**src/rtl/mem_arb_pkg.sv**
```systemverilog
// rtl/mem_arb_pkg.sv - shared types and widths for the fetch/MEM memory arbiter
package mem_arb_pkg;

    localparam int ADDR_W = 32;

    typedef enum logic [1:0] {
        IDLE  = 2'd0,
        GNT_I = 2'd1,
        GNT_D = 2'd2
    } state_t;

    typedef enum logic {
        GRANT_I = 1'b0,
        GRANT_D = 1'b1
    } grant_t;

endpackage

```
**src/rtl/mem_arbiter.sv**
```systemverilog
// rtl/mem_arbiter.sv - round-robin arbiter sharing one memory port between fetch and MEM stages
// One outstanding access at a time; a granted access ends on mem_ack or after TIMEOUT cycles.
module mem_arbiter
    import mem_arb_pkg::*;
#(
    parameter int unsigned TIMEOUT = 255
) (
    input  logic              clk,
    input  logic              reset,

    input  logic              i_req,
    input  logic [ADDR_W-1:0] i_addr,
    output logic [ADDR_W-1:0] i_rdata,
    output logic              i_ready,

    input  logic              d_req,
    input  logic              d_we,
    input  logic [ADDR_W-1:0] d_addr,
    input  logic [ADDR_W-1:0] d_wdata,
    output logic [ADDR_W-1:0] d_rdata,
    output logic              d_ready,

    output logic              mem_req,
    output logic              mem_we,
    output logic [ADDR_W-1:0] mem_addr,
    output logic [ADDR_W-1:0] mem_wdata,
    input  logic [ADDR_W-1:0] mem_rdata,
    input  logic              mem_ack,

    output logic              stall_f,
    output logic              stall_m,
    output logic              bus_err
);

    localparam int              CNT_W    = $clog2(TIMEOUT + 1);
    localparam logic [CNT_W-1:0] CNT_LAST = CNT_W'(TIMEOUT - 1);

    state_t           state;
    state_t           state_nxt;
    grant_t           last_grant;
    logic [CNT_W-1:0] wait_cnt;

    logic             in_gnt;
    logic             timeout_hit;
    logic             done;
    logic             grant_i;
    logic             grant_d;

    assign in_gnt      = (state == GNT_I) || (state == GNT_D);
    // An ack arriving on the last allowed cycle completes normally rather than aborting.
    assign timeout_hit = in_gnt && !mem_ack && (wait_cnt == CNT_LAST);
    assign done        = in_gnt && (mem_ack || timeout_hit);

    always_comb begin
        state_nxt = state;
        grant_i   = 1'b0;
        grant_d   = 1'b0;
        case (state)
            IDLE: begin
                if (i_req && d_req) begin
                    if (last_grant == GRANT_I) grant_d = 1'b1;
                    else                       grant_i = 1'b1;
                end else if (i_req) begin
                    grant_i = 1'b1;
                end else if (d_req) begin
                    grant_d = 1'b1;
                end
                if (grant_i) state_nxt = GNT_I;
                if (grant_d) state_nxt = GNT_D;
            end
            GNT_I, GNT_D: begin
                if (done) state_nxt = IDLE;
            end
            default: state_nxt = IDLE;
        endcase
    end

    always_ff @(posedge clk or posedge reset) begin
        if (reset) state <= IDLE;
        else       state <= state_nxt;
    end

    // Memory-side request is latched at grant and held untouched until completion,
    // so requester deassertion mid-access cannot disturb the bus.
    always_ff @(posedge clk or posedge reset) begin
        if (reset) begin
            mem_req    <= 1'b0;
            mem_we     <= 1'b0;
            mem_addr   <= '0;
            mem_wdata  <= '0;
            last_grant <= GRANT_I;
            wait_cnt   <= '0;
        end else if (grant_i) begin
            mem_req    <= 1'b1;
            mem_we     <= 1'b0;
            mem_addr   <= i_addr;
            mem_wdata  <= '0;
            last_grant <= GRANT_I;
            wait_cnt   <= '0;
        end else if (grant_d) begin
            mem_req    <= 1'b1;
            mem_we     <= d_we;
            mem_addr   <= d_addr;
            mem_wdata  <= d_wdata;
            last_grant <= GRANT_D;
            wait_cnt   <= '0;
        end else if (done) begin
            mem_req    <= 1'b0;
        end else if (in_gnt) begin
            wait_cnt   <= wait_cnt + CNT_W'(1);
        end
    end

    assign i_ready = (state == GNT_I) && (mem_ack || timeout_hit);
    assign d_ready = (state == GNT_D) && (mem_ack || timeout_hit);
    assign i_rdata = ((state == GNT_I) && mem_ack) ? mem_rdata : '0;
    assign d_rdata = ((state == GNT_D) && mem_ack) ? mem_rdata : '0;
    assign bus_err = timeout_hit;
    assign stall_f = i_req && !i_ready;
    assign stall_m = d_req && !d_ready;

endmodule

```
**config.mk**
```make
export PLATFORM = sky130hd
export DESIGN_NAME = mem_arbiter
export DESIGN_NICKNAME = d
export VERILOG_FILES = /design/src/rtl/mem_arb_pkg.sv /design/src/rtl/mem_arbiter.sv
export SDC_FILE = /design/constraint.sdc
export NUM_CORES = 1
export LEC_CHECK = 0
export CAP_MARGIN = 40
export CORE_MARGIN = 10
export CORE_UTILIZATION = 32
export DETAILED_ROUTE_END_ITERATION = 12
export PLACE_DENSITY = 0.78
export SETUP_SLACK_MARGIN = 0.15
export SYNTH_ARGS = -nofsm -noshare
export SYNTH_HDL_FRONTEND = slang
export SYNTH_SLANG_ARGS = --single-unit
```
**constraint.sdc**
```tcl
create_clock -name clk -period 2.5 [get_ports clk]
set_clock_uncertainty 0.2 [all_clocks]
set_input_delay 0.5 -clock clk [delete_from_list [all_inputs] [get_ports clk]]
set_output_delay 0.5 -clock clk [all_outputs]
set_load 0.1 [all_outputs]
```
# Word-level counts from Yosys, hierarchy flattened
# Index checks and enable logic that the tools add are counted.
# Widths: inputs -> output; s select.
# totals
regBits	77
in_bits	134
# op_classes
n_addsub	1
n_eq_ne	6
muxes	32
reduce_logical	22
# ops
op	count
$mux 32	6
$mux 8	4
$mux 1	18
$logic_and 1x1->1	10
$add 8x1->8 const B	1
$eq 8x8->1 const B	1
$mux 2	3
$reduce_bool 3->1	2
$pmux 2 s2	1
$reduce_and 2->1	2
$logic_not 1->1	3
$ne 3x1->1 const B	1
$ne 3x3->1 const B	1
$eq 2x1->1 const B	1
$eq 2x2->1 const B	1
$logic_not 2->1	1
$logic_or 1x1->1	2
$ne 2x2->1 const B	1
$reduce_bool 2->1	1
$reduce_or 2->1	1

# Logic depth before layout (Yosys ltp)
# logic_depth
ltp_word	9
mapped_depth	7

# Worst setup path before layout
# No wires, ideal clock.
# synth_timing
path_kind	flip-flop to output port
from	register wait_cnt[0]
to	output stall_m
arrival_time_ps	3364
path_slack_ps	-1564
path_stages_with_launch	7
path_buffers	0
cell_sequence	dfrtp_1 > inv_1 > ha_1 > and3_1 > a31oi_1 > nor2b_1 > nor2_1
# synth_via
elab_chain_cells	6
# synth_rtl
element	line	rtl
from (decl)	mem_arbiter.sv:41	logic [CNT_W-1:0] wait_cnt;
from (signal assigned)	mem_arbiter.sv:110	wait_cnt <= wait_cnt + CNT_W'(1);
$eq 8x8->1	mem_arbiter.sv:51	assign timeout_hit = in_gnt && !mem_ack && (wait_cnt == CNT_LAST);
$logic_and 1x1->1	mem_arbiter.sv:51	
$logic_or 1x1->1	mem_arbiter.sv:115	assign d_ready = (state == GNT_D) && (mem_ack || timeout_hit);
$logic_and 1x1->1	mem_arbiter.sv:115	
net d_ready	mem_arbiter.sv:21	output logic d_ready,
$logic_not 1->1	mem_arbiter.sv:120	assign stall_m = d_req && !d_ready;
$logic_and 1x1->1	mem_arbiter.sv:120	
to (decl)	mem_arbiter.sv:31	output logic stall_m,
# The timed path passes the listed nets, and every way through them passes these cells.

# Worst setup path after layout
# layout_timing
from	register wait_cnt[0]
to	output stall_m
# layout_via
elab_chain_cells	6
# layout_rtl
element	line
$eq 8x8->1	mem_arbiter.sv:51
$logic_and 1x1->1	mem_arbiter.sv:51
$logic_or 1x1->1	mem_arbiter.sv:115
$logic_and 1x1->1	mem_arbiter.sv:115
$logic_not 1->1	mem_arbiter.sv:120
$logic_and 1x1->1	mem_arbiter.sv:120
# Every way passes these cells.

==> reports/metrics.cfg <==
[outcome]
status = completed

[critical_path]
r2r_slack_ps = 520
slowest_stage = dfrtp_1
startpoint_type = flip-flop
cp.depth = 7
criticalPathCategory = flip-flop to primary output
critPathCaptureType = primary output
cp_cell_sequence = inv_1, ha_2, and3_4, a31oi_4, nor2b_4, nor2_4, buf_12
rr_worst_depth = 7
path_delay_family = simple AND/OR/NAND/NOR gates
cp.arrival_ps = 1720
worstPathRequired_ps = 1800
max_stage_delay_ps = 380
crit_fanout = 3
path_buf_inv = 2

[synthesis]
synth_top_area_cell = dfrtp_1
synthCells = 372
avgSynthCellArea_um2 = 10.1
synth.area.top_cells = dfrtp_1, and3_1, a22o_1
yosys_warnings = 0
synth_area_um2 = 3750
synth_top_area_share = 0.514
synth_cell_type_count = 37
ys_ff_latch = 77
yosysSeqAreaShare = 0.514
syn_nets = 511

[cells_and_area]
multi_input_area_um2 = 1780
diodes = 0
fin_area_um2 = 7650
final_nets = 776
regArea_um2 = 1930
fill_cells = 856
synthToLayoutAreaGrowth_pct = 104
drive_gt1_frac = 0.397

[clock_tree]
htree_levels = 3
clkLatencyLatePin_ps = 330
cts_buffers = 9
cts_sinks = 77
hold_buffers = 0
cts_root_buf = clkbuf_16
clkSlewWorstSetupHoldPaths_ps = 60
clockBufferDepth = 2
cts_tree = done

[placement]
place_hpwl_um = 12400
port_buffers = 268
place_area_um2 = 7260
place_congestion = 0.872

[global_routing]
groute.usage.overall = 0.177
grt_pass1_vias = 4365
grt_pass1_wl_um = 23500
antenna_found_initial = 0
grt_max_degree = 78
grt.overflow.total = 0

[timing]
relSlewSlack = 0.713
period_needed_ps = 2420
rsz0062_at_grt = yes
finalCritPeriodShare = 0.967
worstMarginPinSlew_ps = 427
fin_setup_tns_ps = 0
finalMaxSlewViolations = 0
whs_ps = 277
hold_violations = 0
max_freq_mhz = 414
finalSetupViolCount = 0

[floorplanning]
dieHeight_um = 128
rows = 39
start_util = 0.327
core_area_um2 = 11500
die_w_um = 128
pin_count = 269
dieArea_um2 = 16400

[drt]
drt_first_pass_iters = 4
routedWlPerCell_um = 19.7
drcViolationCount = 0
ant_nets = 0
drt-initial-drc-count = 126
via_per_inst = 5.13
vias = 4029
drt_wl_total_um = 15500

[hold_path]
holdCritPathClass = flip-flop to flip-flop
min_path_cells = 2

[run]
cap_violations = 0

## worst reg2reg max path: stages, from the launching register on
cell and delay (ps):
dfrtp_1 380, inv_2 70, ha_4 290, buf_4 140, nand2b_4 70, nor3_1 380
and4bb_2 290, nor3_1 50
## worst paths after layout
kind	startpoint	endpoint
max in group asynchronous	reset	mem_wdata[22]
hold reg to reg	mem_addr[6]	mem_addr[6]
setup reg to reg	state[1]	wait_cnt[7]
setup / recovery	wait_cnt[0]	stall_m
hold / removal	mem_addr[6]	mem_addr[6]
min in group asynchronous	reset	mem_req
## layout make-up
| class | count | area share |
|---|---|---|
| Timing Repair Buffer | 287 | 0.451 |
| Sequential cell | 77 | 0.252 |
| Multi-Input combinational cell | 253 | 0.232 |
| Clock buffer | 11 | 0.0317 |
| Tap cell | 143 | 0.0234 |
| Inverter | 9 | 0.00491 |
| Clock inverter | 5 | 0.00474 |
## cells in the mapped netlist
cell type / n
dfrtp_1: 77
and3_1: 66
nand2_1: 38
a22o_1: 33
o22ai_1: 32
o21ai_0: 27
clkbuf_1: 18
inv_1: 8
nor2_1: 8
buf_2: 7
o21ai_1: 7
buf_4: 5
ha_1: 5
nor2b_1: 5
nor3_1: 5
a21oi_1: 3
buf_6: 3
a211oi_1: 2
a311oi_1: 2
a31oi_1: 2
nand3_1: 2
o21ai_4: 2
a211o_1: 1
a211oi_4: 1
a21oi_4: 1
and4_1: 1
and4b_1: 1
and4bb_2: 1
inv_2: 1
mux2i_1: 1
nand2b_4: 1
nand4_1: 1
o211a_1: 1
o211ai_1: 1
o32ai_1: 1
or2_2: 1
xnor2_1: 1
## metal layers
metal,GRT usage,up-vias,wire length (um)
met5,0,-,0
met4,0.0424,0,174
met3,0.0860,17,1840
met2,0.310,216,7570
met1,0.186,1893,5880
li1,-,1903,-
## per-stage QoR
step	utilization	cells	worst slack (ps)
3_3_place_gp	0.633	763	-12.9
6_report	0.667	785	83.0
5_1_grt	0.667	785	22.8
2_1_floorplan	-	372	-6.18
4_1_cts	0.666	785	52.2
3_5_place_dp	0.633	763	-30.2
## logic make-up (layout without fill, tap and decap cells)
logic type                 count (synthesis)  count (layout)  share of synthesized area
muxes                                      1               1                    0.00267
xor gates and xnor gates                   1               1                    0.00234
adders and majority gates                  5               5                     0.0167
and+or+nand+nor                          130             130                      0.189
DFF                                       77              77                      0.514
buffers and inverters                     42             312                     0.0554
AOI/OAI and AO/OA                        116             116                      0.220
## sequential cells by signal (all words and copies together), names as in the netlist
| register | flops |
|---|---|
| mem_we | 1 |
| mem_req | 1 |
| wait_cnt | 8 |
| mem_wdata | 32 |
| state | 2 |
| last_grant | 1 |
| mem_addr | 32 |
## layout by cell type (no fill, tap or decap), types with 3 or more instances in the layout
cell type,n
and3_4,4
a21oi_1,3
nand2_1,38
clkbuf_16,9
nor3_1,5
buf_12,76
o21ai_1,7
inv_1,5
clkinvlp_4,4
and3_2,61
dfrtp_1,77
o21ai_0,27
inv_2,3
buf_4,76
o22ai_1,32
nor2b_4,3
nor2_1,7
a22o_1,33
clkdlybuf4s50_1,132
## what timing repair did
item	4_1_cts	5_1_grt
buffers inserted	6	0
endpoints found under the setup margin	69	36
resized for setup	19	2
pin swaps	2	1
cloned	0	0
Power is left out: the tool's default activity adds up to more than one toggle a clock period on the data nets, which glitch-free logic cannot reach.
